--- config.mk ---
export PLATFORM = sky130hd
export DESIGN_NAME = m2_ebi_link_rx
export DESIGN_NICKNAME = d
export VERILOG_FILES = /design/src/rtl/ebi_pkg.sv /design/src/rtl/ebi_msg_fifo.sv /design/src/rtl/m2_ebi_link_rx.sv
export SDC_FILE = /design/constraint.sdc
export NUM_CORES = 2
export LEC_CHECK = 0
export BUFFER_PORTS_ARGS = -buffer_cell sky130_fd_sc_hd__buf_2
export CAP_MARGIN = 20
export CORE_ASPECT_RATIO = 1.5
export CORE_MARGIN = 5
export CORE_UTILIZATION = 55
export CTS_CLUSTER_SIZE = 14
export DETAILED_ROUTE_END_ITERATION = 7
export HOLD_SLACK_MARGIN = 0.05
export PLACE_DENSITY = 0.76
export SETUP_SLACK_MARGIN = 0.05
export SYNTH_ARGS = -nofsm -noshare
export SYNTH_HDL_FRONTEND = slang
export SYNTH_SLANG_ARGS = --single-unit
--- constraint.sdc ---
create_clock -name m2_clk -period 2.87 [get_ports m2_clk]
set_clock_uncertainty 0.05 [all_clocks]
set_input_delay 0.4305 -clock m2_clk [delete_from_list [all_inputs] [get_ports m2_clk]]
set_output_delay 0.4305 -clock m2_clk [all_outputs]
set_load 0.02 [all_outputs]
--- src/rtl/ebi_pkg.sv ---
// Shared definitions for the M2 off-die link receiver: header field
// offsets, default link geometry, message struct and FSM state types.
package ebi_pkg;

    localparam int EBI_OFF_DIE_WD = 32;
    localparam int EBI_CH_NUM     = 5;
    localparam int EBI_CH_NUM_W   = 3;
    localparam int EBI_MAX_BEATS  = 8;
    localparam int EBI_LEN_W      = 4;
    localparam int EBI_BEAT_W     = EBI_OFF_DIE_WD - 1;
    localparam int EBI_DATA_W     = EBI_MAX_BEATS * EBI_BEAT_W;

    // Header layout: channel id in the low bits, length right above it.
    localparam int EBI_HDR_CH_LSB  = 0;
    localparam int EBI_HDR_LEN_LSB = EBI_CH_NUM_W;

    typedef struct packed {
        logic [EBI_CH_NUM_W-1:0] ch;
        logic [EBI_LEN_W-1:0]    len;
        logic [EBI_DATA_W-1:0]   data;
    } ebi_msg_t;

    typedef enum logic {
        ASM_IDLE,
        ASM_PAYLOAD
    } asm_state_e;

    typedef enum logic {
        CR_INIT,
        CR_RUN
    } cr_state_e;

endpackage

--- src/rtl/ebi_msg_fifo.sv ---
// Message FIFO of ebi_msg_t entries. A pop in the same cycle as a push
// frees the head slot first, so push is accepted even when full.
// Ports: clk/rst_n, push_i+push_msg_i, pop_i, valid_o, full_o, head_o
// (head_o is forced to zero while empty).
module ebi_msg_fifo
    import ebi_pkg::*;
#(
    parameter int DEPTH = 4
) (
    input  logic     clk,
    input  logic     rst_n,
    input  logic     push_i,
    input  ebi_msg_t push_msg_i,
    input  logic     pop_i,
    output logic     valid_o,
    output logic     full_o,
    output ebi_msg_t head_o
);

    localparam int PW = (DEPTH > 1) ? $clog2(DEPTH) : 1;
    localparam int CW = $clog2(DEPTH + 1);

    ebi_msg_t        mem_q [DEPTH];
    ebi_msg_t        mem_d [DEPTH];
    logic [PW-1:0]   wr_q, wr_d;
    logic [PW-1:0]   rd_q, rd_d;
    logic [CW-1:0]   cnt_q, cnt_d;
    logic            do_push;
    logic            do_pop;

    function automatic logic [PW-1:0] ptr_inc(input logic [PW-1:0] p);
        return (p == PW'(DEPTH - 1)) ? '0 : p + 1'b1;
    endfunction

    assign valid_o = (cnt_q != '0);
    assign full_o  = (cnt_q == CW'(DEPTH));
    assign head_o  = valid_o ? mem_q[rd_q] : '0;

    always_comb begin
        mem_d   = mem_q;
        wr_d    = wr_q;
        rd_d    = rd_q;
        cnt_d   = cnt_q;
        do_pop  = pop_i && valid_o;
        do_push = push_i && (!full_o || do_pop);
        if (do_push) begin
            mem_d[wr_q] = push_msg_i;
            wr_d        = ptr_inc(wr_q);
        end
        if (do_pop) begin
            rd_d = ptr_inc(rd_q);
        end
        if (do_push && !do_pop) begin
            cnt_d = cnt_q + 1'b1;
        end else if (do_pop && !do_push) begin
            cnt_d = cnt_q - 1'b1;
        end
    end

    always_ff @(posedge clk or negedge rst_n) begin
        if (!rst_n) begin
            for (int i = 0; i < DEPTH; i++) begin
                mem_q[i] <= '0;
            end
            wr_q  <= '0;
            rd_q  <= '0;
            cnt_q <= '0;
        end else begin
            mem_q <= mem_d;
            wr_q  <= wr_d;
            rd_q  <= rd_d;
            cnt_q <= cnt_d;
        end
    end

endmodule

--- src/rtl/m2_ebi_link_rx.sv ---
// M2 off-die link receiver: assembles header+payload beats into messages,
// queues them, and manages the credit loop back to the far-end sender.
// Ports: m2_clk, rst (async active-low), m1_m2_bus_i, m2_m1_credit_o,
// msg_valid_o/msg_ready_i handshake with msg_ch_o/msg_len_o/msg_data_o,
// err_o (bit0 protocol error, bit1 overflow, both sticky).
module m2_ebi_link_rx
    import ebi_pkg::*;
#(
    parameter int OFF_DIE_WD = EBI_OFF_DIE_WD,
    parameter int CH_NUM     = EBI_CH_NUM,
    parameter int CH_NUM_W   = EBI_CH_NUM_W,
    parameter int MAX_BEATS  = EBI_MAX_BEATS,
    parameter int MSG_DEPTH  = 4
) (
    input  logic                                 m2_clk,
    input  logic                                 rst,
    input  logic [OFF_DIE_WD-1:0]                m1_m2_bus_i,
    output logic                                 m2_m1_credit_o,
    output logic                                 msg_valid_o,
    input  logic                                 msg_ready_i,
    output logic [CH_NUM_W-1:0]                  msg_ch_o,
    output logic [3:0]                           msg_len_o,
    output logic [MAX_BEATS*(OFF_DIE_WD-1)-1:0]  msg_data_o,
    output logic [1:0]                           err_o
);

    localparam int BW = OFF_DIE_WD - 1;
    localparam int DW = MAX_BEATS * BW;
    localparam int CW = $clog2(MSG_DEPTH + 1);

    asm_state_e          asm_q, asm_d;
    cr_state_e           cr_q, cr_d;
    logic [CH_NUM_W-1:0] ch_q, ch_d;
    logic [3:0]          len_q, len_d;
    logic [3:0]          cnt_q, cnt_d;
    logic [DW-1:0]       buf_q, buf_d;
    logic [1:0]          err_q, err_d;
    logic [CW-1:0]       cr_cnt_q, cr_cnt_d;
    logic                credit_q, credit_d;

    logic                beat_vld;
    logic [CH_NUM_W-1:0] hdr_ch;
    logic [3:0]          hdr_len;
    logic                hdr_ok;
    logic                push;
    logic                pop;
    ebi_msg_t            push_msg;
    ebi_msg_t            head;
    logic                fifo_valid;
    logic                fifo_full;

    assign beat_vld = m1_m2_bus_i[OFF_DIE_WD-1];
    assign hdr_ch   = m1_m2_bus_i[EBI_HDR_CH_LSB +: CH_NUM_W];
    assign hdr_len  = m1_m2_bus_i[EBI_HDR_LEN_LSB +: 4];
    assign hdr_ok   = (hdr_len != 4'd0)
                   && ({1'b0, hdr_len} <= 5'(MAX_BEATS))
                   && ({1'b0, hdr_ch} < (CH_NUM_W+1)'(CH_NUM));

    assign pop = fifo_valid && msg_ready_i;

    always_comb begin
        asm_d = asm_q;
        ch_d  = ch_q;
        len_d = len_q;
        cnt_d = cnt_q;
        buf_d = buf_q;
        err_d = err_q;
        push  = 1'b0;
        unique case (asm_q)
            ASM_IDLE: begin
                if (beat_vld) begin
                    if (hdr_ok) begin
                        ch_d  = hdr_ch;
                        len_d = hdr_len;
                        cnt_d = '0;
                        buf_d = '0;
                        asm_d = ASM_PAYLOAD;
                    end else begin
                        err_d[0] = 1'b1;
                    end
                end
            end
            ASM_PAYLOAD: begin
                if (beat_vld) begin
                    buf_d[cnt_q*BW +: BW] = m1_m2_bus_i[BW-1:0];
                    cnt_d = cnt_q + 4'd1;
                    if (cnt_q == len_q - 4'd1) begin
                        push  = 1'b1;
                        asm_d = ASM_IDLE;
                    end
                end
            end
            default: asm_d = ASM_IDLE;
        endcase
        push_msg.ch   = ch_q;
        push_msg.len  = len_q;
        push_msg.data = buf_d;
        // A same-cycle pop makes room, so only a true full drops.
        if (push && fifo_full && !pop) begin
            err_d[1] = 1'b1;
        end
    end

    // Initial credits go out back to back; pop credits only once running.
    always_comb begin
        cr_d     = cr_q;
        cr_cnt_d = cr_cnt_q;
        credit_d = 1'b0;
        unique case (cr_q)
            CR_INIT: begin
                credit_d = 1'b1;
                cr_cnt_d = cr_cnt_q + 1'b1;
                if (cr_cnt_q == CW'(MSG_DEPTH - 1)) begin
                    cr_d = CR_RUN;
                end
            end
            CR_RUN:  credit_d = pop;
            default: cr_d = CR_INIT;
        endcase
    end

    always_ff @(posedge m2_clk or negedge rst) begin
        if (!rst) begin
            asm_q    <= ASM_IDLE;
            cr_q     <= CR_INIT;
            ch_q     <= '0;
            len_q    <= '0;
            cnt_q    <= '0;
            buf_q    <= '0;
            err_q    <= '0;
            cr_cnt_q <= '0;
            credit_q <= 1'b0;
        end else begin
            asm_q    <= asm_d;
            cr_q     <= cr_d;
            ch_q     <= ch_d;
            len_q    <= len_d;
            cnt_q    <= cnt_d;
            buf_q    <= buf_d;
            err_q    <= err_d;
            cr_cnt_q <= cr_cnt_d;
            credit_q <= credit_d;
        end
    end

    ebi_msg_fifo #(
        .DEPTH (MSG_DEPTH)
    ) u_fifo (
        .clk        (m2_clk),
        .rst_n      (rst),
        .push_i     (push),
        .push_msg_i (push_msg),
        .pop_i      (pop),
        .valid_o    (fifo_valid),
        .full_o     (fifo_full),
        .head_o     (head)
    );

    assign m2_m1_credit_o = credit_q;
    assign msg_valid_o    = fifo_valid;
    assign msg_ch_o       = head.ch;
    assign msg_len_o      = head.len;
    assign msg_data_o     = head.data;
    assign err_o          = err_q;

endmodule

==> results.md <==
- Via count normalized by instance count: 6.12
- DRC violation total after the first TritonRoute iteration: 4151
- Final cell count without fillers: roughly 6.6k
- Arrival @ worst endpoint: around 2.7 ns
- Clock latency at the later pin of the worst-skew pair: ~0.74 ns
- Number of global-route vias before repair: ~42k
- Average wire per cell in the routed design: 25.2 um
- DRC violations left: 7
- Start point of the critical path: u_fifo.rd_q[0]
- Placed wire-length estimate: roughly 100000 um
- Routability Congestion: about 0.92
- Netlist area before placement: 55700 um2
- Highest clock frequency the design can meet: about 320 MHz
- Total nets after synthesis: a little under 5k
- Share of the yosys chip area belonging to registers: 0.581
- Cell types with the largest area share after synthesis: sky130_fd_sc_hd__dfrtp_1 (58%), sky130_fd_sc_hd__mux4_2 (10%), sky130_fd_sc_hd__a21oi_1 (5.6%), sky130_fd_sc_hd__nor2_1 (4.3%), sky130_fd_sc_hd__mux2_2 (3.5%)
- Htree depth: 3
- Primary flip-flop cell chosen by synthesis mapping: sky130_fd_sc_hd__dfrtp_1
- Routed vias: just over 40k
- Cell accounting for the most synthesized area: sky130_fd_sc_hd__dfrtp_1
- Required time at the worst-slack endpoint: ~2.4 ns
- Share of Yosys cell area claimed by the top area cell type: 0.581
- EDFF count, synth: 0
- Launch point of the worst hold path: m1_m2_bus_i[28]
- Max-capacitance violation count: 0
- Total GRT Usage: 0.304
- Static leakage: between 30 and 40 nW
- Global-route met1 utilization: 0.382
- HP Class: in2reg
- Post-Synthesis Cells: 4840
- Number of antenna violations at the first check in global routing: 5
- Most heavily used metal layer in global routing: met2
- Register bit count reported by yosys: between 1k and 1.5k
- Clock tree from TritonCTS: done
- Boundary pin count: ~290
- Fin area: 66600 um2
- Utilization after layout: 0.660
- Result of the run: finished with violations
- Final clock period utilization by the worst path: 1.10
- Measured slew at the worst slew-check pin: 0.796 ns
- CTS Root Buffer Type: sky130_fd_sc_hd__clkbuf_16
- Placed cell count: 6306
- Total of buffers placed on input and output ports: a little under 300
- NumNets Final: between 5k and 6k
- Final antenna-violating net count: 0
- Fraction of layout instances using a drive strength above 1: 0.274
- Setup slack of the critical path after layout: -0.277 ns
- Slew Viols, Final: 0
- Average size of a mapped cell: ~12 um2
- Startpoint of the worst register-to-register path: len_q[0]
- Ratio of total power to cell area: roughly 1100 nW/um2
- Violations in the final reports: DRC, setup timing
- Crit path kind: reg2out
- Number of cell rows: between 100 and 150
- Number of iterations in the first detailed-routing pass: 8
- Maximum number of pins on one net before global-route repair: roughly 130
- Critical Path Sink Type: primary output
- Met2 Use GR: 0.496
- Unrepaired setup endpoints after global routing: yes
- Routed Wire Length: 166000 um
- Relative slew margins: 0.469
- GR Overflow Total: 0
- Number of endpoints failing setup at the final stage: roughly 260
- Shortest clock period the worst path allows after layout: between 3 and 4 ns
- Distinct cells, synth: 67
- Placeable core area: 101000 um2
- Number of synthesis warnings: 0
- CTS Buffer Depth: 3
- Fraction of registers with async set/reset: 1.00
- IR Drop Worst-Case VDD: between 700 and 800 uV
- Number of hold-slack violations in the final timing report: 0
- Area of the die: about 110000 um2
- Clock Pin Slew Worst Setup and Hold Paths: approximately 0.070 ns
- Relative area change from synthesis to final layout: 19.7%
- Die boundary height: between 300 and 400 um
- Biggest fanout along the worst timing path: 8
- CTS buffer count: 115
- Instance area after placement: 60100 um2
- First-pass GRT wire length: 252000 um
- Number of clock sinks seen by CTS: approximately 1.3k
- Met3 usage: 0.0621
- Initial Util: 0.552
- Crit path launch type: register
- Die X-Extent: approximately 270 um
-- layout by cell type (no fill, tap or decap), types with 92 or more instances in the layout --
cell type,instances
sky130_fd_sc_hd__o21ai_0,230
sky130_fd_sc_hd__nand2_1,377
sky130_fd_sc_hd__mux4_2,255
sky130_fd_sc_hd__and2_4,174
sky130_fd_sc_hd__clkbuf_16,126
sky130_fd_sc_hd__a21oi_1,617
sky130_fd_sc_hd__inv_1,214
sky130_fd_sc_hd__mux2_2,171
sky130_fd_sc_hd__buf_2,97
sky130_fd_sc_hd__buf_4,193
sky130_fd_sc_hd__nor2_1,637
sky130_fd_sc_hd__dfrtp_1,1291
sky130_fd_sc_hd__a22oi_1,92
sky130_fd_sc_hd__buf_6,190
-- final cells by class --
cell class,count,area (um2)
multi-input cells,2948,21400
fillers,7086,34300
repair buffers,603,6680
clock buffers,176,3390
well taps,1305,1630
flip-flops and latches,1294,32400
diodes,4,10.0
clock inverters,31,310
inverters,215,807
-- registers in the layout, indices dropped and copies added (netlist names) --
name            count
u_fifo.mem_q     1020
u_fifo.rd_q         2
cr_cnt_q            3
err_o               2
u_fifo.wr_q         2
cr_q                1
u_fifo.cnt_q        3
m2_m1_credit_o      1
buf_q             248
len_q               4
ch_q                3
cnt_q               4
asm_q               1
-- routing by layer --
metal	part of all wire	wire (um)
met5	0.000078	13
met4	0.067	11100
met3	0.076	12600
met2	0.49	80600
met1	0.37	61700
-- cells in the mapped netlist, drive strengths merged, types with 14 or more instances --
| library cell | number |
|---|---|
| buf | 246 |
| a22oi | 108 |
| and2 | 260 |
| o31ai | 19 |
| inv | 215 |
| o21ai | 232 |
| nand2 | 377 |
| mux2 | 179 |
| and3 | 27 |
| a21oi | 618 |
| nor2 | 640 |
| a22o | 34 |
| a32oi | 26 |
| mux4 | 255 |
| dfrtp | 1294 |
| ha | 14 |
| a2bb2oi | 37 |
| clkbuf | 135 |
-- report_power, final --
group          leakage [nW]  total, W  internal, W  switching (W)
clock                  1.82    0.0153      0.00833        0.00693
combinational          13.3    0.0306       0.0145         0.0161
sequential             17.4    0.0269       0.0239        0.00301
-- worst max-delay path, stage by stage, from the launching register on --
cell and delay, ns:
sky130_fd_sc_hd__dfrtp_4 0.46, sky130_fd_sc_hd__buf_6 0.13, sky130_fd_sc_hd__buf_12 0.18, sky130_fd_sc_hd__buf_16 0.17, sky130_fd_sc_hd__mux4_2 0.57, sky130_fd_sc_hd__and2_1 0.23, sky130_fd_sc_hd__buf_2 0.17
-- through the flow --
stage               setup TNS [ns]  total power (W)  setup slack, ns  hold WS (ns)
global placement          -0.00310           0.0513         -0.00310         0.290
finish                      -42.21           0.0727           -0.277         0.109
detailed placement               0           0.0523           0.0307         0.289
global route                -56.16           0.0763           -0.323        0.0887
CTS                         -56.17           0.0714           -0.305        0.0552
floorplan                        0           0.0431            0.126        0.0849
-- cell families (layout without fill, tap and decap cells) --
kind of cell             Yosys count  count (layout)  share of synthesized area
buffers and inverters            598            1025                     0.0466
XOR/XNOR                          11              11                    0.00200
flip-flops                      1294            1294                      0.581
adder cells (fa/ha/maj)           15              15                    0.00351
multiplexers                     436             436                      0.140
AO/OA/AOI/OAI                   1113            1113                      0.117
AND/OR/NAND/NOR                 1373            1373                      0.109
other                              0               4                          0
-- worst paths after layout --
check                                          to  slack, ns  depth (start not counted)
max in group asynchronous              buf_q[204]       1.54                          4
worst max-delay path              msg_data_o[209]      -0.28                          6
min in group asynchronous       u_fifo.mem_q[648]       0.13                          2
worst min-delay path                    buf_q[28]       0.11                          3
worst min register to register  u_fifo.mem_q[251]       0.43                          2
worst max register to register    u_fifo.cnt_q[2]       0.03                         11
-- repair_timing --
item | in CTS | in global routing
setup buffers | 27 | 15
hold buffers | 4 | 0
cloned | 16 | 9
hold endpoints to repair | 521 | 0
setup endpoints to repair | 257 | 703
gates resized for setup | 446 | 209
pin swaps | 1 | 6
Note: power is estimated with default switching activity, not from simulation.
